`src/rtl/boot_loader_ctrl_pkg.sv`:
```
// Shared definitions for the boot loader controller.
// Contents: FSM state encoding and the default inter-byte idle timeout.
package boot_loader_ctrl_pkg;

  typedef enum logic [2:0] {
    BL_LEN_LO  = 3'd0,
    BL_LEN_HI  = 3'd1,
    BL_DATA    = 3'd2,
    BL_WRITE   = 3'd3,
    BL_RELEASE = 3'd4,
    BL_RUN     = 3'd5,
    BL_ERROR   = 3'd6
  } bl_state_e;

  localparam int unsigned BL_TIMEOUT_CYC = 65535;

endpackage

```
`src/rtl/bl_word_packer.sv`:
```
// Little-endian byte-to-word packer for the boot loader.
// Ports:
//   clk_i, rst_ni : clock, asynchronous active-low reset
//   load_i        : store byte_i into the current byte lane and advance the lane index
//   clear_i       : return the lane index to byte 0 (word contents are kept)
//   byte_i        : incoming byte
//   word_o        : assembled word, first byte in bits [7:0]
//   full_o        : the next load completes the word (lane index is 3)
module bl_word_packer (
  input  logic        clk_i,
  input  logic        rst_ni,
  input  logic        load_i,
  input  logic        clear_i,
  input  logic [7:0]  byte_i,
  output logic [31:0] word_o,
  output logic        full_o
);

  logic [1:0]  idx_q;
  logic [31:0] word_q;

  always_ff @(posedge clk_i or negedge rst_ni) begin
    if (!rst_ni) begin
      idx_q  <= 2'd0;
      word_q <= 32'd0;
    end else if (clear_i) begin
      idx_q <= 2'd0;
    end else if (load_i) begin
      word_q[{idx_q, 3'b000} +: 8] <= byte_i;
      idx_q                        <= idx_q + 2'd1;
    end
  end

  assign word_o = word_q;
  assign full_o = (idx_q == 2'd3);

endmodule

```
`src/rtl/boot_loader_ctrl.sv`:
```
// Boot loader controller: holds the core in reset while a length-prefixed image
// (16-bit little-endian word count, then 4 bytes per word) arrives on a byte
// stream, writes the words to instruction memory from address 0, then releases
// the core.
// Ports:
//   clk, resetb         : clock, asynchronous active-low reset
//   rx_valid/rx_data    : incoming byte stream
//   rx_ready            : byte accepted this cycle when rx_valid is also high
//   reload              : single-cycle request to restart loading
//   im_we/im_waddr/im_wdata : instruction-memory write port, one strobe per word
//   core_resetb         : registered active-low core reset
//   busy                : loading in progress
//   err                 : sticky error (bad length or inter-byte timeout)
//   words_loaded        : words written in the current/last frame
module boot_loader_ctrl
  import boot_loader_ctrl_pkg::*;
#(
  parameter int unsigned IM_WORDS    = 1024,
  parameter int unsigned ADDR_W      = 10,
  parameter int unsigned TIMEOUT_CYC = BL_TIMEOUT_CYC
) (
  input  logic              clk,
  input  logic              resetb,
  input  logic              rx_valid,
  input  logic [7:0]        rx_data,
  output logic              rx_ready,
  input  logic              reload,
  output logic              im_we,
  output logic [ADDR_W-1:0] im_waddr,
  output logic [31:0]       im_wdata,
  output logic              core_resetb,
  output logic              busy,
  output logic              err,
  output logic [ADDR_W:0]   words_loaded
);

  localparam int unsigned WordsW = ADDR_W + 1;
  localparam int unsigned IdleW  = $clog2(TIMEOUT_CYC + 1);

  bl_state_e         state_q, state_d;
  logic [15:0]       length_q, length_d;
  logic [WordsW-1:0] words_q, words_d;
  logic [IdleW-1:0]  idle_q, idle_d;
  logic              rx_ready_q, im_we_q, core_resetb_q, busy_q, err_q;
  logic              xfer, pack_load, pack_clear, pack_full;
  logic [15:0]       len_rx;

  assign xfer   = rx_valid & rx_ready_q;
  assign len_rx = {rx_data, length_q[7:0]};

  bl_word_packer u_packer (
    .clk_i   (clk),
    .rst_ni  (resetb),
    .load_i  (pack_load),
    .clear_i (pack_clear),
    .byte_i  (rx_data),
    .word_o  (im_wdata),
    .full_o  (pack_full)
  );

  always_comb begin
    state_d    = state_q;
    length_d   = length_q;
    words_d    = words_q;
    idle_d     = '0;
    pack_load  = 1'b0;
    pack_clear = 1'b0;
    if (reload) begin
      // Any byte transferred alongside reload is dropped.
      state_d    = BL_LEN_LO;
      length_d   = '0;
      words_d    = '0;
      pack_clear = 1'b1;
    end else begin
      unique case (state_q)
        BL_LEN_LO: begin
          if (xfer) begin
            length_d[7:0] = rx_data;
            state_d       = BL_LEN_HI;
          end
        end
        BL_LEN_HI: begin
          if (xfer) begin
            length_d[15:8] = rx_data;
            if (len_rx == 16'd0) begin
              state_d = BL_RELEASE;
            end else if (32'(len_rx) > IM_WORDS) begin
              state_d = BL_ERROR;
            end else begin
              state_d = BL_DATA;
            end
          end else begin
            idle_d = idle_q + IdleW'(1);
            if (idle_d == IdleW'(TIMEOUT_CYC)) state_d = BL_ERROR;
          end
        end
        BL_DATA: begin
          if (xfer) begin
            pack_load = 1'b1;
            if (pack_full) state_d = BL_WRITE;
          end else begin
            idle_d = idle_q + IdleW'(1);
            if (idle_d == IdleW'(TIMEOUT_CYC)) state_d = BL_ERROR;
          end
        end
        BL_WRITE: begin
          words_d = words_q + WordsW'(1);
          state_d = (32'(words_d) == 32'(length_q)) ? BL_RELEASE : BL_DATA;
        end
        BL_RELEASE: state_d = BL_RUN;
        BL_RUN:     state_d = BL_RUN;
        BL_ERROR:   state_d = BL_ERROR;
        default:    state_d = BL_LEN_LO;
      endcase
    end
  end

  // Outputs are registered from the next state so they line up with state_q.
  always_ff @(posedge clk or negedge resetb) begin
    if (!resetb) begin
      state_q       <= BL_LEN_LO;
      length_q      <= '0;
      words_q       <= '0;
      idle_q        <= '0;
      rx_ready_q    <= 1'b0;
      im_we_q       <= 1'b0;
      core_resetb_q <= 1'b0;
      busy_q        <= 1'b1;
      err_q         <= 1'b0;
    end else begin
      state_q       <= state_d;
      length_q      <= length_d;
      words_q       <= words_d;
      idle_q        <= idle_d;
      rx_ready_q    <= state_d inside {BL_LEN_LO, BL_LEN_HI, BL_DATA, BL_ERROR};
      im_we_q       <= (state_d == BL_WRITE);
      core_resetb_q <= (state_d == BL_RUN);
      busy_q        <= state_d inside {BL_LEN_LO, BL_LEN_HI, BL_DATA, BL_WRITE, BL_RELEASE};
      err_q         <= (state_d == BL_ERROR);
    end
  end

  assign rx_ready     = rx_ready_q;
  assign im_we        = im_we_q;
  assign im_waddr     = words_q[ADDR_W-1:0];
  assign core_resetb  = core_resetb_q;
  assign busy         = busy_q;
  assign err          = err_q;
  assign words_loaded = words_q;

endmodule

```
`config.mk`:
```
export PLATFORM = sky130hd
export DESIGN_NAME = boot_loader_ctrl
export DESIGN_NICKNAME = d
export VERILOG_FILES = /design/src/rtl/boot_loader_ctrl_pkg.sv /design/src/rtl/bl_word_packer.sv /design/src/rtl/boot_loader_ctrl.sv
export SDC_FILE = /design/constraint.sdc
export NUM_CORES = 1
export LEC_CHECK = 0
export CAP_MARGIN = 20
export CORE_ASPECT_RATIO = 1.25
export CORE_UTILIZATION = 54
export DETAILED_ROUTE_END_ITERATION = 8
export GPL_TIMING_DRIVEN = 0
export PLACE_DENSITY = 0.85
export RECOVER_POWER = 25
export SYNTH_ARGS = -nofsm -noshare
export SYNTH_HDL_FRONTEND = slang
export SYNTH_SLANG_ARGS = --single-unit
```
`constraint.sdc`:
```
create_clock -name clk -period 3.65 [get_ports clk]
set_clock_uncertainty 0.15 [all_clocks]
set_input_delay 0.365 -clock clk [delete_from_list [all_inputs] [get_ports clk]]
set_output_delay 0.365 -clock clk [all_outputs]
set_load 0.02 [all_outputs]
```
# Word level (Yosys, flattened, before mapping)
# Index checks and enable logic that the tools add are counted.
# totals
reg_bits	85
inputBits	12
out_inout_bits	58
wordCells	77
# classes
n_addsub	4
order_cmp	1
eq_ne	15
shifts	2
muxes	26
n_bitwise	2
n_reduce_logical	15
# op_table
op	count
16-bit two-way mux	4
32-bit bitwise mux	1
8-bit by 7-bit variable shift with 32-bit output, first input constant	1
8-bit by 7-bit indexed part select with 32-bit output	1
3-bit two-way mux	9
8-bit two-way mux	3
11-bit two-way mux	2
3-bit equality test, second input constant	6
3-bit one-hot mux with 6 select lines	1
16-bit by 1-bit adder with 16-bit output, second input constant	1
11-bit by 16-bit equality test with 1-bit output	1
16-bit equality test, second input constant	1
16-bit by 11-bit > comparator with 1-bit output, second input constant	1
16-bit logical NOT	1
3-bit by 2-bit equality test with 1-bit output, second input constant	4
11-bit by 1-bit adder with 11-bit output, second input constant	1
2-bit nonzero test	5
5-bit negation with 7-bit output	1
3-bit by 1-bit equality test with 1-bit output, second input constant	2
3-bit logical NOT	2
2-bit AND reduction	3
5-bit nonzero test	1
1-bit two-way mux	4
2-bit two-way mux	2
other kinds (6)	7

# Longest topological paths before layout
# Gate-level depths: netlist (run 1).
# depth
depth_word	8
depth_mapped	9
depth_no_buf	8

# Hierarchy
# A second synthesis (run 1) with hierarchy kept.
# unflattened
cells_unflattened	465
area_unflattened_um2	4561.9
# modules_own_cells
module	instances	cells_each	area_each_um2	seq_area_each_um2
boot_loader_ctrl	1	315	2909.0	1277.5
bl_word_packer	1	150	1652.8	850.8

# Worst setup path before layout (run 1)
# No wires, ideal clock.
# synth_timing
path_type	reg-to-reg
startpoint	reg words_q[1] (netlist: words_loaded[1])
endpoint	reg rx_ready_q (netlist: rx_ready)
setup_ns	0.124
arrival_time_ns	2.526
t_required_ns	3.376
setup_slack_ns	0.850
stages_incl_launch_ff	9
path_cell_list	dfrtp_1 -> ha_1 -> clkbuf_1 -> or4_1 -> a211oi_1 -> nor3_1 -> o41a_1 -> o21a_1 -> a211o_1
# synth_via
elab_chain_len	7
elab_cells_between_ends	10
classes_between	add/sub: 1; eq/ne: 4; mux: 3; reduce/logical: 2
# synth_lines
element	line	source
from (decl)	boot_loader_ctrl.sv:42	logic [WordsW-1:0] words_q, words_d;
from (signal assigned)	boot_loader_ctrl.sv:133	words_q <= words_d;
11-bit by 1-bit adder with 11-bit output (*)	boot_loader_ctrl.sv:107	words_d = words_q + WordsW'(1);
11-bit by 16-bit equality test with 1-bit output (*)	boot_loader_ctrl.sv:108	state_d = (32'(words_d) == 32'(length_q)) ? BL_RELEASE : BL_DATA;
3-bit two-way mux (*)	boot_loader_ctrl.sv:108	
3-bit one-hot mux with 6 select lines (*)	boot_loader_ctrl.sv:75	unique case (state_q)
3-bit two-way mux (*)	boot_loader_ctrl.sv:68	if (reload) begin
net state_d[1]	boot_loader_ctrl.sv:40	bl_state_e state_q, state_d;
3-bit by 1-bit equality test with 1-bit output, or another cell as far along	boot_loader_ctrl.sv:135	rx_ready_q <= state_d inside {BL_LEN_LO, BL_LEN_HI, BL_DATA, BL_ERROR};
4-bit nonzero test (*)	boot_loader_ctrl.sv:135	
to (signal assigned)	boot_loader_ctrl.sv:135	
to (decl)	boot_loader_ctrl.sv:44	logic rx_ready_q, im_we_q, core_resetb_q, busy_q, err_q;
# The timed path passes the listed nets; every way through them passes the cells marked *.
# A chain may end at the register's enable or synchronous reset.

# Final worst setup path (run 1)
# Ends and elaborated chain as after synthesis.

==> results of run 1 <==
[cell usage in the layout (no fill, tap or decap), types with 2 or more instances in the layout]
cell type,instances
sky130_fd_sc_hd__mux2i_1,17
sky130_fd_sc_hd__nand4_1,11
sky130_fd_sc_hd__nand3_1,11
sky130_fd_sc_hd__nor4_1,6
sky130_fd_sc_hd__clkbuf_8,9
sky130_fd_sc_hd__nand2_1,86
sky130_fd_sc_hd__clkinv_2,2
sky130_fd_sc_hd__nor3b_1,3
sky130_fd_sc_hd__inv_1,9
sky130_fd_sc_hd__and2_1,3
sky130_fd_sc_hd__a21oi_1,13
sky130_fd_sc_hd__xor2_1,20
sky130_fd_sc_hd__or3_1,3
sky130_fd_sc_hd__nor2b_1,2
sky130_fd_sc_hd__clkdlybuf4s50_1,66
sky130_fd_sc_hd__o21ai_0,42
sky130_fd_sc_hd__xnor2_1,19
sky130_fd_sc_hd__nand2b_1,3
sky130_fd_sc_hd__nor2_1,55
sky130_fd_sc_hd__buf_4,11
sky130_fd_sc_hd__dfrtp_1,84
sky130_fd_sc_hd__ha_1,9
sky130_fd_sc_hd__o21a_1,2
sky130_fd_sc_hd__or4_1,4
sky130_fd_sc_hd__bufinv_16,2
sky130_fd_sc_hd__nor3_1,12
sky130_fd_sc_hd__clkbuf_1,18
[registers in the layout, summed over array words and instances, names as in the netlist, 2 cells and up]
signal	flops
idle_q	16
u_packer.idx_q	2
length_q	16
u_packer.word_o	32
words_loaded	11
state_q	3
[how the worst min path moves through the flow]
stage,startpoint,end,cells after the start
final,rx_data[2],u_packer.word_o[26],3
after global routing,rx_data[2],u_packer.word_o[18],3
after CTS,rx_data[2],u_packer.word_o[26],3
after detailed placement,resetb,words_loaded[6],1
after global placement,u_packer.word_o[7],u_packer.word_o[7],2
after floorplan,resetb,core_resetb,0
[timing repair]
action | CTS | global route
setup buffers | 0 | 0
hold buffers | 1 | 0
hold endpoints to repair | 37 | 0
resized for setup | 0 | 0
[stage by stage]
step	instances	cell area, sq um	setup slack, ps
after floorplan	468	4330	850
after global placement	630	5120	-801
after detailed placement	631	5140	673
after CTS	648	5360	650
after global routing	648	5360	400
final	648	5360	640
[critical path: cells and delay by family (launching register included)]
family,cells,cell delay [ps]
fa+ha+maj,1,210
compound gates,4,1260
buf+inv,1,300
simple gates,2,280
xor+xnor,1,160
flops,1,540
[metal layers]
| metal | up-vias | GRT usage, % |
|---|---|---|
| met5 | - | 0 |
| met4 | 0 | 11.7 |
| met3 | 27 | 4.38 |
| met2 | 116 | 41.4 |
| met1 | 1723 | 32.8 |
| li1 | 1743 | - |
[cells by family after synthesis]
kind of cell / after synthesis / synth area share, %
and+or+nand+nor: 208 / 22.2
adders and majority gates: 9 / 2.60
AOI/OAI and AO/OA: 71 / 9.37
DFF: 85 / 49.2
buffers and inverters: 38 / 4.45
xor gates and xnor gates: 39 / 7.89
muxes: 18 / 4.28
[final cells by class]
class	count	share of cell area (%)
Tap cell	95	2.22
Multi-Input combinational cell	345	37.5
Timing Repair Buffer	69	13.1
Clock buffer	11	2.45
Sequential cell	85	39.7
Clock inverter	5	1.45
Buffer	29	2.97
Inverter	9	0.631
[synthesized netlist by cell type (12+ instances only)]
library cell               number  share of area [%]
sky130_fd_sc_hd__nand2_1       86                7.5
sky130_fd_sc_hd__dfrtp_1       84                 49
sky130_fd_sc_hd__nor2_1        55                4.8
sky130_fd_sc_hd__o21ai_0       42                4.9
sky130_fd_sc_hd__xor2_1        20                4.0
sky130_fd_sc_hd__xnor2_1       19                3.8
sky130_fd_sc_hd__mux2i_1       17                3.9
sky130_fd_sc_hd__clkbuf_1      15                1.3
sky130_fd_sc_hd__a21oi_1       13                1.5
sky130_fd_sc_hd__nor3_1        12                1.4
[where the power goes]
group | leakage [nW] | switching [mW] | internal (mW) | total (mW)
combinational | 1.00 | 0.284 | 0.212 | 0.496
clock | 0.103 | 0.331 | 0.384 | 0.715
sequential | 1.17 | 0.0559 | 1.02 | 1.07
total | 2.27 | 0.670 | 1.61 | 2.28
==> load_flow_metrics.sql, run 1 <==
INSERT INTO impl_metrics (metric_group, metric, value, unit) VALUES
('clock_tree', 'cts_inserted_buffers', '9', ''),
('logic_synthesis', 'synth_seq_cells', '85', ''),
('logic_synthesis', 'netlist_instances', '468', ''),
('timing', 'maxSlewHeadroom', '-42.3', '%'),
('critical_path', 'worst-r2r-cell-count', '9', ''),
('critical_path', 'critPathMaxStageDelay', '540', 'ps'),
('finish', 'area_growth_syn_to_layout', '23.8', '%'),
('power_and_ir_drop', 'power_density', '426', 'nW/um^2'),
('finish', 'finish.utilization', '68.8', '%'),
('clock_tree', 'cts.sinks', '85', ''),
('logic_synthesis', 'yosys_warnings', '0', ''),
('route', 'wl_met3', '521', 'microns'),
('critical_path', 'setup.worst_path.start_class', 'register', ''),
('logic_synthesis', 'ys_seq_area_share', '49.2', '%'),
('critical_path', 'timing.setup.critical_path_class', 'register to register', ''),
('critical_path', 'timing.rr.end', 'rx_ready', ''),
('clock_tree', 'cts_root_buffer', 'sky130_fd_sc_hd__clkbuf_8', ''),
('die', 'pin_count', '70', ''),
('die', 'horiz_die_dim', '82.1', 'microns'),
('finish', 'antenna_cells', '0', ''),
('timing', 'slew_viol_final', '38', ''),
('finish', 'multi_input_comb_area', '2010', 'sq um'),
('global_routing', 'initial_antenna_violation_count', '0', ''),
('critical_path', 'endpoint', 'rx_ready', ''),
('die', 'floorplan.die.height', '102', 'microns'),
('run', 'max_capacitance_violation_count', '1', ''),
('finish', 'num-nets-final', '569', ''),
('global_routing', 'first_pass_grt_wire_length', '15900', 'microns'),
('critical_path', 'timing.critical_path.arrival', '3100', 'ps'),
('timing', 'timing.final.crit_share', '82.5', '%'),
('timing', 'holdWs', '307', 'ps'),
('global_routing', 'vias_in_the_first_global_route', '3365', ''),
('timing', 'setup_total_negative_slack', '0', 'ps'),
('route', 'm1WireLength', '4250', 'microns'),
('route', 'drt_wl_total', '9730', 'microns'),
('route', 'drtIter0Drc', '292', ''),
('clock_tree', 'cts_tree', 'yes', ''),
('logic_synthesis', 'async_flop_share', '100', '%'),
('route', 'via_count', '3609', ''),
('logic_synthesis', 'syn_area_per_cell', '9.25', 'sq um'),
('outcome', 'run_status', 'finished with violations', ''),
('critical_path', 'critical_path_peak_fanout', '10', ''),
('power_and_ir_drop', 'static-leakage-power', '2.27', 'nW'),
('outcome', 'violations', 'DRC, capacitance limit, slew limit', ''),
('route', 'drc_errors', '1', ''),
('critical_path', 'timing.critical_path.required', '3740', 'ps'),
('critical_path', 'worstPathCellList', 'ha_1 -> clkbuf_1 -> nand2_1 -> xnor2_1 -> a2111oi_0 -> nor2_1 -> o41a_1 -> o21a_1 -> a211o_1', ''),
('timing', 'worst_pin_slew', '2140', 'ps'),
('route', 'detail_route.vias_per_cell', '5.57', ''),
('global_routing', 'grt_max_degree', '49', ''),
('finish', 'drive_gt1_share', '6.33', '%'),
('critical_path', 'r2r_start', 'words_loaded[1]', ''),
('global_routing', 'groute.usage.overall', '25.4', '%'),
('critical_path', 'worst_path_max_delay_cell', 'sky130_fd_sc_hd__dfrtp_1', ''),
('timing', 'finalWorstPathRequiredPeriod', '3010', 'ps'),
('critical_path', 'rrSetupSlack', '640', 'ps'),
('placement', 'place.gp.congestion', '0.817', ''),
('die', 'core_area', '7790', 'sq um'),
('logic_synthesis', 'netlist_area', '4330', 'sq um'),
('die', 'starting_density_of_the_core', '55.5', '%'),
('power_and_ir_drop', 'worst_ir_drop_vdd', '0.372', 'mV'),
('clock_tree', 'cts-htree-levels', '3', ''),
('die', 'placementRows', '36', ''),
('finish', 'ff_latch_area', '2130', 'sq um'),
('route', 'drt_pre_antenna_iters', '6', ''),
('route', 'antenna_left', '0', ''),
('timing', 'unrepaired_setup_endpoints_after_global_routing', 'no', ''),
('clock_tree', 'insertion_delay_to_the_later_sink_of_the_worst_skew_pair', '360', 'ps'),
('critical_path', 'crit_path_start', 'words_loaded[1]', ''),
('clock_tree', 'maximum_clock_path_buffer_count', '2', ''),
('route', 'routed_wire_length_per_instance', '15.0', 'microns');
Power figures use the tool's default switching activity.
==> run 2, diff against run 1 <==
--- a/config.mk
+++ b/config.mk
@@ -7,10 +7,10 @@
 export LEC_CHECK = 0
 export CAP_MARGIN = 20
 export CORE_ASPECT_RATIO = 1.25
-export CORE_UTILIZATION = 54
+export CORE_UTILIZATION = 48
 export DETAILED_ROUTE_END_ITERATION = 8
 export GPL_TIMING_DRIVEN = 0
-export PLACE_DENSITY = 0.85
+export PLACE_DENSITY = 0.81
 export RECOVER_POWER = 25
 export SYNTH_ARGS = -nofsm -noshare
 export SYNTH_HDL_FRONTEND = slang
==> constraint.sdc (replaced) <==
create_clock -name clk -period 2.6 [get_ports clk]
set_clock_uncertainty 0.15 [all_clocks]
set_input_delay 0.26 -clock clk [delete_from_list [all_inputs] [get_ports clk]]
set_output_delay 0.26 -clock clk [all_outputs]
set_load 0.02 [all_outputs]
==> run 2 against run 1 <==
Effect of this change: the run ends with capacitance limit, slew limit, setup timing left; sequential power grew 41%; combinational power grew 49%; cell area grew 4.5%; register-to-register slack lost 840 ps; maximum frequency grew 7.3%; non-clock buffer count grew 17; via count grew 3.8%; largest cell class unchanged; first-iteration DRC count shrank 20%; largest power group unchanged; worst hold slack lost 110 ps; critical endpoint unchanged; power grew 40%; worst setup slack lost 840 ps.
==> load_flow_metrics.sql, run 2 (synthesis results as in run 1) <==
INSERT INTO impl_metrics (metric_group, metric, value, unit) VALUES
('route', 'drt_pre_antenna_iters', '5', ''),
('timing', 'holdWs', '200', 'ps'),
('die', 'pin_count', '70', ''),
('power_and_ir_drop', 'power_density', '573', 'nW/um^2'),
('finish', 'num-nets-final', '586', ''),
('placement', 'pre_cts_ws', '-179', 'ps'),
('finish', 'largest_register_ff_count', '32', ''),
('finish', 'most-common-layout-cells', '86 x sky130_fd_sc_hd__nand2_1, 81 x sky130_fd_sc_hd__dfrtp_1, 66 x sky130_fd_sc_hd__clkdlybuf4s50_1', ''),
('min_path', 'holdCritPathClass', 'input pin to register', ''),
('die', 'floorplan.die.height', '108', 'microns'),
('power_and_ir_drop', 'sequential_cell_fraction_of_total_power', '47.0', '%'),
('global_routing', 'initial_antenna_violation_count', '0', ''),
('finish', 'antenna_cells', '0', ''),
('timing', 'maxSlewHeadroom', '-17.4', '%'),
('clock_tree', 'cts-htree-levels', '3', ''),
('route', 'drt_wl_total', '10600', 'microns'),
('die', 'total_die_area', '9400', 'sq um'),
('placement', 'place.gp.congestion', '0.853', ''),
('timing', 'setup_total_negative_slack', '-378', 'ps'),
('clock_tree', 'clkTransAtPathRegs', '90', 'ps'),
('power_and_ir_drop', 'switching_power', '0.983', 'mW'),
('timing', 'timing.final.crit_share', '108', '%'),
('power_and_ir_drop', 'share_clk_of_total_power', '29.9', '%'),
('global_routing', 'vias_in_the_first_global_route', '3526', ''),
('timing', 'finalWorstPathRequiredPeriod', '2800', 'ps'),
('finish', 'layoutNonFillerInstCount', '690', ''),
('finish', 'area_growth_syn_to_layout', '29.3', '%'),
('finish', 'finish.utilization', '64.3', '%'),
('outcome', 'violations', 'capacitance limit, slew limit, setup timing', ''),
('critical_path', 'worstSetupEndpointType', 'register', ''),
('global_routing', 'grt_overflow', '0', ''),
('route', 'via_count', '3746', ''),
('global_routing', 'groute.usage.overall', '23.6', '%'),
('timing', 'max_freq', '357', 'MHz'),
('timing', 'timing.final.setup_violations', '5', ''),
('power_and_ir_drop', 'p_int', '2.22', 'mW'),
('die', 'core_area', '8700', 'sq um'),
('power_and_ir_drop', 'static-leakage-power', '2.35', 'nW'),
('critical_path', 'timing.critical_path.arrival', '2900', 'ps'),
('critical_path', 'critical_path_peak_fanout', '7', ''),
('global_routing', 'first_pass_grt_wire_length', '17000', 'microns'),
('die', 'starting_density_of_the_core', '49.7', '%'),
('die', 'horiz_die_dim', '86.9', 'microns'),
('route', 'drc_errors', '0', ''),
('timing', 'slew_viol_final', '34', ''),
('route', 'route.met2.wl', '5480', 'microns'),
('route', 'route.top_layer_used', 'met4', ''),
('critical_path', 'rrSetupSlack', '-200', 'ps'),
('route', 'drtIter0Drc', '233', ''),
('power_and_ir_drop', 'worst_ir_drop_vdd', '0.472', 'mV'),
('die', 'placementRows', '38', ''),
('power_and_ir_drop', 'pwr-share-comb', '23.0', '%'),
('placement', 'place.port_buffers', '67', ''),
('route', 'wl_met3', '530', 'microns'),
('outcome', 'run_status', 'finished with violations', ''),
('critical_path', 'timing.setup.critical_path_class', 'register to register', ''),
('finish', 'layout.cells.most_common', 'sky130_fd_sc_hd__nand2_1', ''),
('finish', 'finish.instance_area', '5600', 'sq um'),
('critical_path', 'setup.worst_path.start_class', 'register', ''),
('timing', 'report.final.hold_viol_count', '0', ''),
('timing', 'worst_pin_slew', '1760', 'ps'),
('clock_tree', 'insertion_delay_to_the_later_sink_of_the_worst_skew_pair', '360', 'ps'),
('power_and_ir_drop', 'power.total', '3.21', 'mW'),
('clock_tree', 'cts_root_buffer', 'sky130_fd_sc_hd__clkbuf_8', ''),
('clock_tree', 'maximum_clock_path_buffer_count', '2', ''),
('clock_tree', 'cts_inserted_buffers', '9', ''),
('run', 'max_capacitance_violation_count', '1', ''),
('power_and_ir_drop', 'sw_frac_of_total', '30.7', '%'),
('route', 'antenna_left', '0', ''),
('finish', 'drive_gt1_share', '12.1', '%'),
('route', 'm1WireLength', '4390', 'microns'),
('placement', 'place.detailed.hpwl', '7120', 'microns'),
('finish', 'fillerInstances', '681', ''),
('clock_tree', 'cts.sinks', '85', ''),
('placement', 'placed_cells', '656', ''),
('route', 'detail_route.vias_per_cell', '5.43', ''),
('timing', 'unrepaired_setup_endpoints_after_global_routing', 'yes', ''),
('critical_path', 'timing.critical_path.required', '2700', 'ps'),
('clock_tree', 'cts_tree', 'yes', ''),
('timing', 'postLayoutSetupSlackWorst', '-204', 'ps'),
('placement', 'placed_area', '5200', 'sq um'),
('route', 'routed_wire_length_per_instance', '15.4', 'microns'),
('global_routing', 'grt_max_degree', '54', '');
==> run 2: cell types whose count changed in the layout (fill, tap and decap cells not counted), moves of 3 or more <==
| cell | change |
|---|---|
| sky130_fd_sc_hd__buf_4 | +15 |
| sky130_fd_sc_hd__buf_6 | +3 |
| sky130_fd_sc_hd__dfrtp_1 | -3 |
| sky130_fd_sc_hd__dfrtp_2 | +3 |
| sky130_fd_sc_hd__nor4_1 | -3 |
==> run 2: power by group through the flow <==
stage / Clock, mW / Combinational [mW] / Sequential, mW
CTS: 0.970 / 0.703 / 1.51
global route: 1.02 / 0.796 / 1.52
finish: 0.960 / 0.739 / 1.51
floorplan: 0 / 0.329 / 1.60
detailed placement: 0 / 0.690 / 1.53
global placement: 0 / 0.666 / 1.53
==> run 2: what timing repair did <==
item / CTS / global route
resized for setup: 2 / 14
endpoints found under the setup margin: 6 / 32
hold endpoints to repair: 31 / 0
hold buffers: 1 / 0
buffers inserted: 7 / 9
pin swaps: 2 / 1
==> run 2: final cells by class <==
type,count,area (sq um),share of cell area [%]
Sequential cell,85,2130,38.1
Inverter,9,33.8,0.604
Clock buffer,11,141,2.53
Buffer,29,173,3.09
Clock inverter,5,58.8,1.05
Timing Repair Buffer,86,817,14.6
Multi-Input combinational cell,345,2090,37.4
Tap cell,120,150,2.68
==> run 2: worst paths after layout <==
path / start / end / cells past startpoint
min in group asynchronous: resetb / idle_q[10] / 2
min reg2reg: u_packer.word_o[7] / u_packer.word_o[7] / 2
max reg2reg: words_loaded[1] / rx_ready / 9
max: words_loaded[1] / rx_ready / 9
min: rx_data[2] / u_packer.word_o[18] / 3
max in group asynchronous: resetb / length_q[9] / 3
==> run 2: critical path, cell delays in order (launching register included) <==
cell	delay [ps]
sky130_fd_sc_hd__dfrtp_2	420
sky130_fd_sc_hd__buf_6	110
sky130_fd_sc_hd__buf_4	110
sky130_fd_sc_hd__nand3_1	250
sky130_fd_sc_hd__o21ai_0	250
sky130_fd_sc_hd__nor4b_2	380
sky130_fd_sc_hd__nor3_2	140
sky130_fd_sc_hd__o41a_1	390
sky130_fd_sc_hd__o21a_1	210
sky130_fd_sc_hd__a211o_1	260
==> run 2: per-layer routing <==
layer | global-route usage (%) | up-vias
met5 | 0 | -
met4 | 10.0 | 0
met3 | 4.50 | 19
met2 | 39.8 | 120
met1 | 29.6 | 1834
li1 | - | 1773
==> run 3, diff against run 2 <==
--- a/config.mk
+++ b/config.mk
@@ -8,6 +8,7 @@
 export CAP_MARGIN = 20
 export CORE_ASPECT_RATIO = 1.25
 export CORE_UTILIZATION = 48
+export CTS_CLUSTER_SIZE = 8
 export DETAILED_ROUTE_END_ITERATION = 8
 export GPL_TIMING_DRIVEN = 0
 export PLACE_DENSITY = 0.81
==> results of run 3 <==
The final DEF is identical to that of run 2; final timing and power are the same.
